==> src/rtl/divider_seq_param.sv <==
// Sequential restoring divider: unsigned N-bit dividend by M-bit divisor, one quotient bit per cycle.
// Start handshake: init is accepted only when busy is low; requests and operand changes while busy are dropped.
module divider_seq_param #(
    parameter int N = 8,
    parameter int M = 4
) (
    input  logic         clk,
    input  logic         rst,
    input  logic         init,
    input  logic [N-1:0] dividend,
    input  logic [M-1:0] divisor,
    output logic [N-1:0] resultado,
    output logic [M-1:0] remainder,
    output logic         busy,
    output logic         done,
    output logic         div_zero,
    output logic [1:0]   dbg_state
);

    localparam int CW = $clog2(N + 1);

    localparam logic [1:0] IDLE   = 2'd0;
    localparam logic [1:0] ITER   = 2'd1;
    localparam logic [1:0] FINISH = 2'd2;

    logic [1:0]    state;
    logic [N-1:0]  dvd_q;
    logic [N-1:0]  quo_q;
    logic [M-1:0]  dvs_q;
    logic [M-1:0]  rem_q;
    logic [CW-1:0] cnt_q;
    logic          zero_q;

    logic [M:0]    shifted;
    logic [M-1:0]  diff;
    logic          fits;

    // rem_q < divisor always holds, so the shifted partial remainder fits in M+1 bits
    // and a successful subtraction always fits back into M bits.
    always_comb begin
        shifted = {rem_q, dvd_q[N-1]};
        fits    = (shifted >= {1'b0, dvs_q});
        diff    = shifted[M-1:0] - dvs_q;
    end

    always_ff @(posedge clk) begin
        if (rst) begin
            state     <= IDLE;
            dvd_q     <= '0;
            quo_q     <= '0;
            dvs_q     <= '0;
            rem_q     <= '0;
            cnt_q     <= '0;
            zero_q    <= 1'b0;
            resultado <= '0;
            remainder <= '0;
            div_zero  <= 1'b0;
            done      <= 1'b0;
        end else begin
            done <= 1'b0;
            case (state)
                IDLE: begin
                    if (init) begin
                        dvd_q  <= dividend;
                        dvs_q  <= divisor;
                        rem_q  <= '0;
                        quo_q  <= '0;
                        cnt_q  <= CW'(N);
                        zero_q <= (divisor == '0);
                        state  <= (divisor == '0) ? FINISH : ITER;
                    end
                end
                ITER: begin
                    rem_q <= fits ? diff : shifted[M-1:0];
                    quo_q <= {quo_q[N-2:0], fits};
                    dvd_q <= {dvd_q[N-2:0], 1'b0};
                    if (cnt_q != '0) begin
                        cnt_q <= cnt_q - CW'(1);
                    end
                    if (cnt_q == CW'(1)) begin
                        state <= FINISH;
                    end
                end
                FINISH: begin
                    // Results and done are registered on the way out of FINISH.
                    done      <= 1'b1;
                    resultado <= zero_q ? '1 : quo_q;
                    remainder <= zero_q ? '0 : rem_q;
                    div_zero  <= zero_q;
                    state     <= IDLE;
                end
                default: state <= IDLE;
            endcase
        end
    end

    assign busy      = (state != IDLE);
    assign dbg_state = state;

endmodule

==> config.mk <==
export PLATFORM = sky130hd
export DESIGN_NAME = divider_seq_param
export DESIGN_NICKNAME = d
export VERILOG_FILES = /design/src/rtl/divider_seq_param.sv
export SDC_FILE = /design/constraint.sdc
export NUM_CORES = 1
export LEC_CHECK = 0
export ABC_AREA = 1
export CORE_ASPECT_RATIO = 1.5
export CORE_MARGIN = 5
export CORE_UTILIZATION = 57
export CTS_CLUSTER_DIAMETER = 80
export DETAILED_ROUTE_END_ITERATION = 10
export GPL_ROUTABILITY_DRIVEN = 0
export PLACE_DENSITY = 0.95
export SLEW_MARGIN = 20
export SYNTH_ARGS = -nofsm -noshare
export SYNTH_HDL_FRONTEND = slang
export SYNTH_SLANG_ARGS = --single-unit
==> constraint.sdc <==
create_clock -name clk -period 2.9 [get_ports clk]
set_clock_uncertainty 0.1 [all_clocks]
set_input_delay 0.29 -clock clk [delete_from_list [all_inputs] [get_ports clk]]
set_output_delay 0.29 -clock clk [all_outputs]
set_load 0.005 [all_outputs]
-- Word-level counts from Yosys, hierarchy flattened
Index checks and enable logic that the tools add are counted.
- equal/unequal tests: 6
- muxes and demuxes: 17
- $add $sub $neg: 2
- $mul: 0
- divide/modulo/power cells: 0
- bitwise gates (word level): 0
- order comparisons: 1
- shift operators: 0
- reduce and logical (&&, ||, !) cells: 9
- operator list (operator ; count):
    one-hot mux 8 bit (2 select lines) ; 2
    two-way mux 8 bit ; 3
    two-way mux 4 bit ; 5
    one-hot mux 4 bit (2 select lines) ; 2
    two-way mux 2 bit ; 3
    inequality test 2 bit (second input constant) ; 3
    AND reduction 2 bit ; 3
    greater-or-equal comparator 5 x 4 -> 1 bit ; 1
    equality test 4 x 1 -> 1 bit (second input constant) ; 1
    zero test 4 bit ; 1
    one-hot mux 2 bit (2 select lines) ; 1
    nonzero test 2 bit ; 2
    nonzero test 4 bit ; 1
    subtractor 4 x 1 -> 4 bit (second input constant) ; 1
    subtractor 4 bit ; 1
    AND reduction 3 bit ; 1
    equality test 2 x 1 -> 1 bit (second input constant) ; 1
    equality test 2 bit (second input constant) ; 1
    zero test 2 bit ; 1
    two-way mux 1 bit ; 1
- bits in read-only memories: 0
- bits in latches: 0
- word-level logic and storage cells: 46
- output and inout port bits: 17
- memories: 0
- register bits: 45
- RAM bits: 0
- bits of input ports: 15

-- Logic depth before layout (Yosys ltp)
Gate-level depths: netlist of run 1.
- word-level depth: 4
- mapped depth: 11
- mapped depth without buffers: 11

-- Least setup slack after synthesis of run 1
OpenSTA, ideal clock, no wires.
- kind: flip-flop to flip-flop
- from: reg dvs_q[2]
- to: reg rem_q[0]
- setup slack: 1.375 ns
- clock period less this slack: 1.525 ns
- path buffers: 0
- cell stages (with the launch flop): 10
- setup time: 0.070 ns
- data required time: 2.730 ns
- arrival: 1.355 ns
- path through: dfxtp_1 -> inv_1 -> ha_1 -> a21oi_2 -> nand2_1 -> nand2_1 -> nand2_1 -> nand2_1 -> nand3_1 -> a21oi_1
- word-level cells in the longest chain between the ends: 3
- ends and longest elaborated chain (item ; line ; source):
    start, declared ; 29 ; logic [M-1:0] dvs_q;
    start signal, assigned ; 65 ; dvs_q <= divisor;
    greater-or-equal comparator 5 x 4 -> 1 bit ; 42 ; fits = (shifted >= {1'b0, dvs_q});
    two-way mux 4 bit ; 74 ; rem_q <= fits ? diff : shifted[M-1:0];
    one-hot mux 4 bit (2 select lines) ; 61 ; case (state)
    end signal, assigned ; 74 ;
    end, declared ; 30 ; logic [M-1:0] rem_q;
Every way passes these cells.
A chain may end at the register's enable or synchronous reset.

-- Final worst setup path of run 1
- from: reg state[1] (netlist: dbg_state[1])
- to: out busy
- word-level cells in the longest chain between the ends: 1
- ends and longest elaborated chain (item ; line ; source):
    start, declared ; 26 ; logic [1:0] state;
    start signal, assigned ; 70 ; state <= (divisor == '0) ? FINISH : ITER;
    nonzero test 2 bit ; 97 ; assign busy = (state != IDLE);
    end, declared ; 14 ; output logic busy,
Every way passes these cells.

==> impl_results.md, run 1 <==
- Status: finished clean
- Inserted Diodes: 0
- Worst setup SP type: flop
- Cell count after synthesis: 260
- Total number of placement rows: 26
- Drt wl/cell: roughly 13 um
- Max Root-Sink Buffers: 2
- Critical Path End Type: output pin
- Remaining routing DRC violations: 0
- Post-layout utilization of the core: 70.77%
- Clock-pin transition on the worst setup and hold timing paths: 0.09 ns
- Count of nets after finishing: 310
- Sum of routed wire length over all layers: 4239 um
- Initial antenna violation count: 0
- Total of cells resized after clock tree synthesis: 0
- Arrival time of data at the critical path endpoint: 1.56 ns
- Cell area power density: approximately 650 nW/um2
- Register area share after synthesis: around 45%
- Proportion of synthesized flip-flops having asynchronous set or reset: 0%
- Critical Path Stages: 3
- Clock Sinks: 45
- Maximum VDD drop: approximately 0.43 mV
- Largest net degree at the start of global routing: 31
- TritonCTS clock tree: built
- Die width: about 60 um
- Floorplan die area: 4840 um2
- Depth of the worst hold-timing path: 2
- Final global-route overflow total: 0
- Distinct cells, synth: 27
- Post-synthesis area per instance: 7.733 um2
- Number of levels in the clock H-tree: 2
- Critical Path RT: 2.51 ns
- Endpoints failing setup: 0
- Final worst-path setup slack: 0.9499 ns
- Highest achievable clock rate: 0.5128 GHz
- Most frequently used flop master after synthesis: sky130_fd_sc_hd__dfxtp_1
- Number of flops mapped to enable cells by yosys: 0
- List of cells traversed by the critical path: nor2_2 -> inv_1 -> clkdlybuf4s50_1
- Count of nets left with antenna violations after detail routing: 0
- Ratio of cells with drive above 1 in the final layout: between 6 and 7%
- Synth Warn #: 0
- Leakage power total: 0.9582 nW
- Effective utilization at floorplan: between 50% and 60%
- Hold violation count in the final report: 0
- Minimum clock period: 1.950 ns
- CP top delay family: flip-flops
- Vias: about 1.8k
- Met1 Track Usage GR: about 22%
- Syn Std Cell Area: 2011 um2
- Slew HR: 70.79%
- Detailed Place HPWL: 2997 um
- Number of nets in the synthesized netlist: 283
- Chip Height: 82.74 um
- Buffers inserted by post-CTS timing repair: 0
- Min-delay worst type: reg -> reg
- Worst-case setup slack after placement: 1.159 ns
- Final std cells w/o fill: 330
- Number of cells in the design after placement: 322
- Area growth from synthesis to final layout: 20.22%
- Setup repair after global routing missed its margin: false
- Pin slew with the least headroom to its limit: 0.4370 ns
- Met2 track demand over resource: 33.33%
- Buf+Inv Stages, Crit Path: 2
- Number of pins with negative max-slew slack in the final report: 0
- Type of the worst setup path: reg -> out
- Count of buffers from port buffering: 31
- Final total negative setup slack: 0 ns
- Total of hold buffers inserted after clock tree synthesis: 0
- Initial drt markers: 56
- Length in cells of the worst reg-to-reg path: 4
- TritonRoute pass-1 iters: 4
- Peak per-stage delay on the critical path: about 0.60 ns
- FF+latch count, synth: 45
- First-pass GRT wire length: approximately 7200 um
- Top Ports: 32
- Vias per inst: roughly 5.4
- Core outline area: 3416 um2
- Number of global-route vias before repair: 1663
- Final clock period utilization by the worst path: 67.24%
- Max Fanout on Critical Path: 11
- Met3 capacity usage during global routing: 4.977%
- CTS buffer count: 5
- Worst skew pair latency: 0.31 ns
- Library cell used as clock root buffer: sky130_fd_sc_hd__clkbuf_8
- Number of maximum-capacitance constraint violations: 0
- Overall fraction of global-route tracks in use: 19.56%
- Slowest-stage cell, CP: sky130_fd_sc_hd__dfxtp_1
- Busiest layer in global routing: met2
[metrics by stage]
step	total power, mW	hold WS (ns)	instance area [um2]
floorplan	0.9961	0.2792	2011
global placement	1.069	0.3454	2301
detailed placement	1.088	0.3516	2301
CTS	1.569	0.3580	2417
global route	1.656	0.3886	2417
finish	1.565	0.3587	2417
[final timing paths]
| kind | from | endpoint | slack [ns] |
|---|---|---|---|
| worst max register to register | dbg_state[1] | remainder[1] | 1.11 |
| worst max-delay path | dbg_state[1] | busy | 0.95 |
| worst min register to register | dvd_q[1] | dvd_q[2] | 0.36 |
| worst min-delay path | dvd_q[1] | dvd_q[2] | 0.36 |
[layout by cell type (no fill, tap or decap), types with 2 or more instances in the layout]
cell                              Yosys  routed
sky130_fd_sc_hd__nor3_1              14      14
sky130_fd_sc_hd__a21oi_1             40      40
sky130_fd_sc_hd__nor2_1               8       8
sky130_fd_sc_hd__xor2_1               2       2
sky130_fd_sc_hd__o21ai_0             22      22
sky130_fd_sc_hd__clkbuf_8             0       6
sky130_fd_sc_hd__nand2_1             58      58
sky130_fd_sc_hd__inv_1               20      20
sky130_fd_sc_hd__clkdlybuf4s50_1      0      31
sky130_fd_sc_hd__dfxtp_1             45      45
sky130_fd_sc_hd__nand2_4              3       3
sky130_fd_sc_hd__ha_1                 7       7
sky130_fd_sc_hd__nand3_1             17      17
[cells in the mapped netlist (2+ instances only)]
library cell	n	area share, %
sky130_fd_sc_hd__nand2_1	58	11
sky130_fd_sc_hd__a21oi_1	40	10
sky130_fd_sc_hd__nor2_1	8	1.5
sky130_fd_sc_hd__nand2_4	3	1.7
sky130_fd_sc_hd__nor3_1	14	3.5
sky130_fd_sc_hd__ha_1	7	4.4
sky130_fd_sc_hd__inv_1	20	3.7
sky130_fd_sc_hd__xor2_1	2	0.87
sky130_fd_sc_hd__nand3_1	17	4.2
sky130_fd_sc_hd__buf_4	3	1.1
sky130_fd_sc_hd__buf_6	3	1.7
sky130_fd_sc_hd__dfxtp_1	45	45
sky130_fd_sc_hd__o21ai_0	22	5.5
sky130_fd_sc_hd__clkbuf_1	5	0.93
[cells by family after synthesis]
group                    count (synthesis)  synth area share [%]
buffers and inverters                   36                 9.022
adder cells (fa/ha/maj)                  8                 5.351
AO/OA/AOI/OAI                           66                 17.30
XOR/XNOR                                 2                0.8713
flip-flops                              45                 44.80
AND/OR/NAND/NOR                        103                 22.65
[final cells by class]
cell class,count,area [um2]
fillers,258,998.5
multi-input cells,179,928.4
flip-flops and latches,45,900.9
repair buffers,32,317.8
inverters,24,101.3
clock buffers,7,86.33
well taps,42,52.55
clock inverters,1,30.03
[state kept, by name, summed over array words and instances (netlist names)]
signal     cells
cnt_q          4
dbg_state      2
div_zero       1
done           1
dvd_q          8
dvs_q          4
quo_q          8
rem_q          4
remainder      4
resultado      8
zero_q         1
[worst register-to-register path: stages, from the launching register on]
cell                      delay, ns
sky130_fd_sc_hd__dfxtp_1       0.60
sky130_fd_sc_hd__nand2_1       0.38
sky130_fd_sc_hd__nor2_1        0.39
sky130_fd_sc_hd__nand2_1       0.09
sky130_fd_sc_hd__a21oi_1       0.14
[where the power goes]
| part | internal, mW | switching, mW |
|---|---|---|
| clock | 0.281 | 0.206 |
| sequential | 0.668 | 0.0378 |
| combinational | 0.147 | 0.224 |
[per-layer routing]
layer | up-vias | routed length [um]
met4 | 0 | 108
li1 | 910 | -
met2 | 39 | 2228
met5 | - | 0
met3 | 8 | 184
met1 | 814 | 1718
Power figures use the tool's default switching activity.
==> run 2, diff against run 1 <==
- CORE_UTILIZATION: 57 -> 52
- PLACE_DENSITY: 0.95 -> 0.89
- clock period: 2.9 -> 1.9 ns (I/O delays scaled with it)
==> run 2 against run 1 <==
Against the previous run: final area increased by 1.1%; power grew 54%; count of clock-buffer cells in the layout stayed put; hold slack improved by 0.0056 ns.
==> impl_results.md, run 2 (synthesis results as in run 1) <==
- Ratio of cells with drive above 1 in the final layout: 7.904% (+1.3 points)
- Die width: 60.77 um (+3.9%)
- Initial antenna violation count: 0 (unchanged)
- Overall power consumption: 2.407 mW (+54%)
- Setup repair after global routing missed its margin: false
- Critical Path End Type: flop
- Finished Cell Area: 2444 um2 (+1.1%)
- Initial drt markers: 69 (+23%)
- Status: finished clean
- List of cells traversed by the critical path: inv_1 -> ha_1 -> a21oi_2 -> nand2_1 -> nand2_1 -> nand2_2 -> nand2_1 -> nand3_1 -> a21oi_1
- Max Fanout on Critical Path: 5 (-6)
- Detailed Place HPWL: 3075 um (+2.6%)
- Worst skew pair latency: 0.30 ns (about the same)
- Top Ports: 32 (unchanged)
- Chip Height: 86.16 um (+4.1%)
- Type of the worst setup path: reg -> reg
- Maximum VDD drop: 0.6913 mV (+59%)
- Hold violation count in the final report: 0 (unchanged)
- Total of cells resized after clock tree synthesis: 0 (unchanged)
- Total of hold buffers inserted after clock tree synthesis: 0 (unchanged)
- TritonCTS clock tree: built
- Inserted Diodes: 0 (unchanged)
- Floorplan die area: 5236 um2 (+8.2%)
- Final-layout fill cell count: 313 (+21%)
- Number of global-route vias before repair: 1734 (+4.3%)
- TritonRoute pass-1 iters: 4 (unchanged)
- Commonest non-fill, non-tap cell in the layout: sky130_fd_sc_hd__nand2_1
- Slew HR: 71.80% (+1.0 points)
- Final total negative setup slack: 0 ns (unchanged)
- Leading cell types in the layout, fill and taps excluded: sky130_fd_sc_hd__nand2_1, sky130_fd_sc_hd__dfxtp_1, sky130_fd_sc_hd__a21oi_1
- Core outline area: 3716 um2 (+8.8%)
- Peak per-stage delay on the critical path: 0.35 ns (-0.25 ns)
- Remaining routing DRC violations: 0 (unchanged)
- Largest net degree at the start of global routing: 23 (-26%)
- Area growth from synthesis to final layout: 21.53%
- Pin slew with the least headroom to its limit: 0.4225 ns (-0.01451 ns)
- Effective utilization at floorplan: 54.11% (-4.8 points)
- Overall fraction of global-route tracks in use: 18.85% (-0.71 points)
- Count of nets after finishing: 313 (+0.97%)
- Buffers inserted by post-CTS timing repair: 0 (unchanged)
- Depth of the worst hold-timing path: 2 (unchanged)
- Number of maximum-capacitance constraint violations: 0 (unchanged)
- Post-layout utilization of the core: 65.76% (-5.0 points)
- Leading registers by flop count: dvd_q: 8 flops, quo_q: 8 flops, resultado: 8 flops
- Sum of routed wire length over all layers: 4366 um (+3.0%)
- Worst-case setup slack after placement: 0.2426 ns (-0.9161 ns)
- Vias per inst: 5.446 (+1.5%)
- Placement Cell Area: 2325 um2 (+1.0%)
- Number of cells in the design after placement: 326 (+1.2%)
- Leakage power total: 0.9726 nW (+1.5%)
- Length in cells of the worst reg-to-reg path: 9 (+5)
- Final std cells w/o fill: 334 (+1.2%)
- Cell area power density: 984.8 nW/um2 (+52%)
- Number of levels in the clock H-tree: 2 (unchanged)
- Critical Path RT: 2.04 ns (-0.47 ns)
- Most common cell type on the critical path: sky130_fd_sc_hd__nand2_1
- Library cell used as clock root buffer: sky130_fd_sc_hd__clkbuf_8
- Clock-pin transition on the worst setup and hold timing paths: 0.08 ns (about the same)
- Worst setup SP type: flop
- Worst hold slack: 0.3643 ns (+0.005603 ns)
- Number of pins with negative max-slew slack in the final report: 0 (unchanged)
- Slowest-stage cell, CP: sky130_fd_sc_hd__ha_1
- Count of nets left with antenna violations after detail routing: 0 (unchanged)
- Final clock period utilization by the worst path: 87.30%
- First-pass GRT wire length: 7562 um (+4.7%)
- Max Root-Sink Buffers: 2 (unchanged)
- Count of buffers from port buffering: 31 (unchanged)
- CTS buffer count: 5 (unchanged)
- Arrival time of data at the critical path endpoint: 1.79 ns (+0.23 ns)
- Min-delay worst type: reg -> reg
- Vias: 1819 (+2.7%)
- Clock Sinks: 45 (unchanged)
- Minimum clock period: 1.659 ns
- Final global-route overflow total: 0 (unchanged)
- Final worst-path setup slack: 0.2413 ns (-0.7086 ns)
- Total number of placement rows: 27 (+3.8%)
- Endpoints failing setup: 0 (unchanged)
- Highest achievable clock rate: approximately 0.6 GHz
- Drt wl/cell: 13.07 um (+1.8%)
-- run 2: layout make-up --
| cell class | instances | area, um2 | share of cell area, % |
|---|---|---|---|
| Tap cell | 43 | 53.80 | 2.202 |
| Clock inverter | 1 | 30.03 | 1.229 |
| Sequential cell | 45 | 900.9 | 36.87 |
| Multi-Input combinational cell | 179 | 930.9 | 38.10 |
| Clock buffer | 7 | 86.33 | 3.533 |
| Timing Repair Buffer | 35 | 340.3 | 13.93 |
| Inverter | 24 | 101.3 | 4.147 |
-- run 2: per-layer routing --
metal  up-vias  share of wire (%)  track usage (%)
met4         0                2.5            8.481
met1       843                 41            21.32
met3        11                4.9            5.120
li1        915                  -                -
met2        50                 52            31.94
met5         -                  0                0
-- run 2: worst paths after layout --
path / start / endpoint / slack, ns
max: dvs_q[2] / rem_q[3] / 0.24
min: dvd_q[5] / dvd_q[6] / 0.36
max reg2reg: dvs_q[2] / rem_q[3] / 0.24
min reg2reg: dvd_q[5] / dvd_q[6] / 0.36
-- run 2: report_power, final --
| part | internal (mW) | switching [mW] | total (mW) |
|---|---|---|---|
| clock network | 0.429 | 0.308 | 0.737 |
| registers | 1.02 | 0.0540 | 1.07 |
| logic | 0.233 | 0.363 | 0.596 |
-- run 2: worst max-delay path: cells and delay by family, from the launching register on --
kind / cells / cell delay (ns)
buf+inv: 1 / 0.05
compound gates: 2 / 0.31
simple gates: 5 / 0.47
flops: 1 / 0.32
fa+ha+maj: 1 / 0.35
==> run 3, diff against run 2 <==
- CORE_MARGIN: 5 -> 4
==> run 3 against run 2 <==
Against the previous run: largest cell class unchanged; critical endpoint is now rem_q[0]; hold slack worse by 0.0049 ns; critical path depth unchanged; non-clock buffer count unchanged; sequential share of layout area increased by 0.42 points; power fell by 6.4%; die area shrank 5.5%; count of clock-buffer cells in the layout shrank 2.
==> impl_results.md, run 3 (synthesis results as in run 1) <==
- Status: finished clean
- Worst setup SP type: flop
- Area growth from synthesis to final layout: 20.16%
- Core outline area: 3716 um2 (unchanged)
- Critical Path End Type: flop
- Length in cells of the worst reg-to-reg path: 9 (unchanged)
- Library cell used as clock root buffer: sky130_fd_sc_hd__clkbuf_8
- Floorplan die area: 4946 um2 (-5.5%)
- Commonest non-fill, non-tap cell in the layout: sky130_fd_sc_hd__nand2_1
- Count of buffers from port buffering: 31 (unchanged)
- Top Ports: 32 (unchanged)
- Initial drt markers: 53 (-23%)
- Chip Height: 84.16 um (-2.3%)
- Peak per-stage delay on the critical path: 0.35 ns (about the same)
- Leading registers by flop count: dvd_q: 8 flops, quo_q: 8 flops, resultado: 8 flops
- Leading cell types in the layout, fill and taps excluded: sky130_fd_sc_hd__nand2_1, sky130_fd_sc_hd__dfxtp_1, sky130_fd_sc_hd__a21oi_1
- Switching share of total power: 32.96% (+2.8 points)
- Remaining routing DRC violations: 0 (unchanged)
- Minimum clock period: 1.695 ns (+0.03679 ns)
- Leakage power total: 0.9622 nW (-1.1%)
- First-pass GRT wire length: 7576 um (+0.19%)
- Register-to-register setup slack: 0.20 ns (-0.04 ns)
- Number of global-route vias before repair: 1778 (+2.5%)
- Setup repair after global routing missed its margin: false
- Multi-input gate area: 928.4 um2 (-0.27%)
- Critical Path RT: 2.04 ns (about the same)
- Detailed Place HPWL: 3184 um (+3.5%)
- Slowest-stage cell, CP: sky130_fd_sc_hd__ha_1
- Type of the worst setup path: reg -> reg
- Logic gate share of total power: 25.8% (+1.0 points)
- Number of pins with negative max-slew slack in the final report: 0 (unchanged)
- Final clock period utilization by the worst path: 89.24% (+1.9 points)
- Highest achievable clock rate: 0.5898 GHz (-2.2%)
- End of the critical path: rem_q[0]
- List of cells traversed by the critical path: inv_1 -> ha_1 -> a21oi_2 -> nand2_1 -> nand2_1 -> nand2_1 -> nand2_1 -> nand3_1 -> a21oi_1
- Ratio of cells with drive above 1 in the final layout: 7.904% (unchanged)
- Drt wl/cell: 13.36 um (+2.2%)
- Largest net degree at the start of global routing: 24 (+4.3%)
- Int Power: 1.511 mW (-10%)
- Total of hold buffers inserted after clock tree synthesis: 0 (unchanged)
- Effective utilization at floorplan: 54.11% (unchanged)
- Overall fraction of global-route tracks in use: 19.10% (+0.25 points)
- Total of cells resized after clock tree synthesis: 0 (unchanged)
- Count of nets left with antenna violations after detail routing: 0 (unchanged)
- Buffers inserted by post-CTS timing repair: 0 (unchanged)
- Number of maximum-capacitance constraint violations: 0 (unchanged)
- Overall power consumption: 2.253 mW (-6.4%)
- Final-layout fill cell count: 316 (+0.96%)
- Max Root-Sink Buffers: 2 (unchanged)
- Vias per inst: 5.488 (+0.77%)
- Vias: 1833 (+0.77%)
- Cell area power density: 932.7 nW/um2 (-5.3%)
- Slew HR: 70.43% (-1.4 points)
- Max Fanout on Critical Path: 5 (unchanged)
- Proportion of power drawn by the clock network: 26.5% (-4.1 points)
- Inserted Diodes: 0 (unchanged)
- Critical register-to-register path endpoint: rem_q[0]
- Final total negative setup slack: 0 ns (unchanged)
- Net Switching: 742.8 uW (+2.4%)
- Worst skew pair latency: 0.30 ns (about the same)
- TritonRoute pass-1 iters: 4 (unchanged)
- Clock-pin transition on the worst setup and hold timing paths: 0.09 ns (about the same)
- TritonCTS clock tree: built
- Min-delay worst type: reg -> reg
- Maximum VDD drop: 0.8615 mV (+25%)
- Proportion of power drawn by flip-flops and latches: 47.7% (+3.1 points)
- Sum of routed wire length over all layers: 4462 um (+2.2%)
- Clock Sinks: 45 (unchanged)
- Total number of placement rows: 27 (unchanged)
- Count of nets after finishing: 313 (unchanged)
- Final global-route overflow total: 0 (unchanged)
- Reg-to-Reg Start: dvs_q[2]
- Die width: 58.77 um (-3.3%)
- Number of levels in the clock H-tree: 2 (unchanged)
- Origin of the worst setup path: dvs_q[2]
- Arrival time of data at the critical path endpoint: 1.84 ns (+0.05 ns)
- CTS buffer count: 5 (unchanged)
- Area taken by flip-flops and latches: 900.9 um2 (unchanged)
- Initial antenna violation count: 0 (unchanged)
- Most common cell type on the critical path: sky130_fd_sc_hd__nand2_1
- Hold violation count in the final report: 0 (unchanged)
- Pin slew with the least headroom to its limit: 0.4430 ns (+0.02047 ns)
- Endpoints failing setup: 0 (unchanged)
==> run 3: cell count changes in the layout (fill, tap and decap cells not counted), sizes merged <==
cell / previous run / this run
clkinv: 1 / 4
clkbuf: 7 / 5
bufinv: 1 / 0
==> run 3: worst max-delay path: cells and delay by family, from the launching register on <==
| kind | cells | cell delay, ns |
|---|---|---|
| AO/OA/AOI/OAI | 2 | 0.31 |
| adder cells (fa/ha/maj) | 1 | 0.35 |
| buffers and inverters | 1 | 0.05 |
| flip-flops | 1 | 0.33 |
| AND/OR/NAND/NOR | 5 | 0.51 |
==> run 3: worst min path at each step <==
| stage | from | to | slack [ns] | cells past startpoint |
|---|---|---|---|---|
| 2_1_floorplan | rst | done | 0.18 | 1 |
| 3_3_place_gp | cnt_q[1] | cnt_q[1] | 0.35 | 2 |
| 3_5_place_dp | dvd_q[6] | dvd_q[7] | 0.35 | 2 |
| 4_1_cts | dvd_q[6] | dvd_q[7] | 0.37 | 2 |
| 5_1_grt | dividend[0] | dvd_q[0] | 0.38 | 3 |
| 6_report | dvd_q[2] | dvd_q[3] | 0.36 | 2 |
==> run 3: stage by stage <==
step / setup WS [ns] / hold slack [ns] / cells / instance area [um2] / util (%)
3_5_place_dp: 0.2319 / 0.3542 / 326 / 2325 / 62.56
3_3_place_gp: 0.3023 / 0.3460 / 326 / 2325 / 62.56
4_1_cts: 0.2172 / 0.3666 / 334 / 2416 / 65.02
2_1_floorplan: 0.3751 / 0.1792 / 260 / 2011 / -
5_1_grt: 0.04123 / 0.3807 / 334 / 2416 / 65.02
6_report: 0.2045 / 0.3594 / 334 / 2416 / 65.02
==> run 3: per-layer routing <==
layer  vias up  global-route usage, %  routed length [um]
li1        913                      -                   -
met1       845                  20.83                1659
met2        56                  33.60                2377
met3        19                  4.000                 250
met4         0                  9.485                 174
met5         -                      0                   0
==> run 3: area by class of cell <==
type                    instances  area share (%)
multi-input cells             179           38.43
flip-flops and latches         45           37.29
repair buffers                 35           14.09
inverters                      24           4.195
clock buffers                   5           2.848
well taps                      43           2.227
clock inverters                 3          0.9322
==> run 3: power by group through the flow <==
| stage | clock [mW] | combinational (mW) | sequential, mW |
|---|---|---|---|
| 2_1_floorplan | 0 | 0.442 | 1.08 |
| 3_3_place_gp | 0 | 0.555 | 1.09 |
| 3_5_place_dp | 0 | 0.579 | 1.10 |
| 4_1_cts | 0.604 | 0.582 | 1.08 |
| 5_1_grt | 0.631 | 0.658 | 1.09 |
| 6_report | 0.597 | 0.581 | 1.08 |
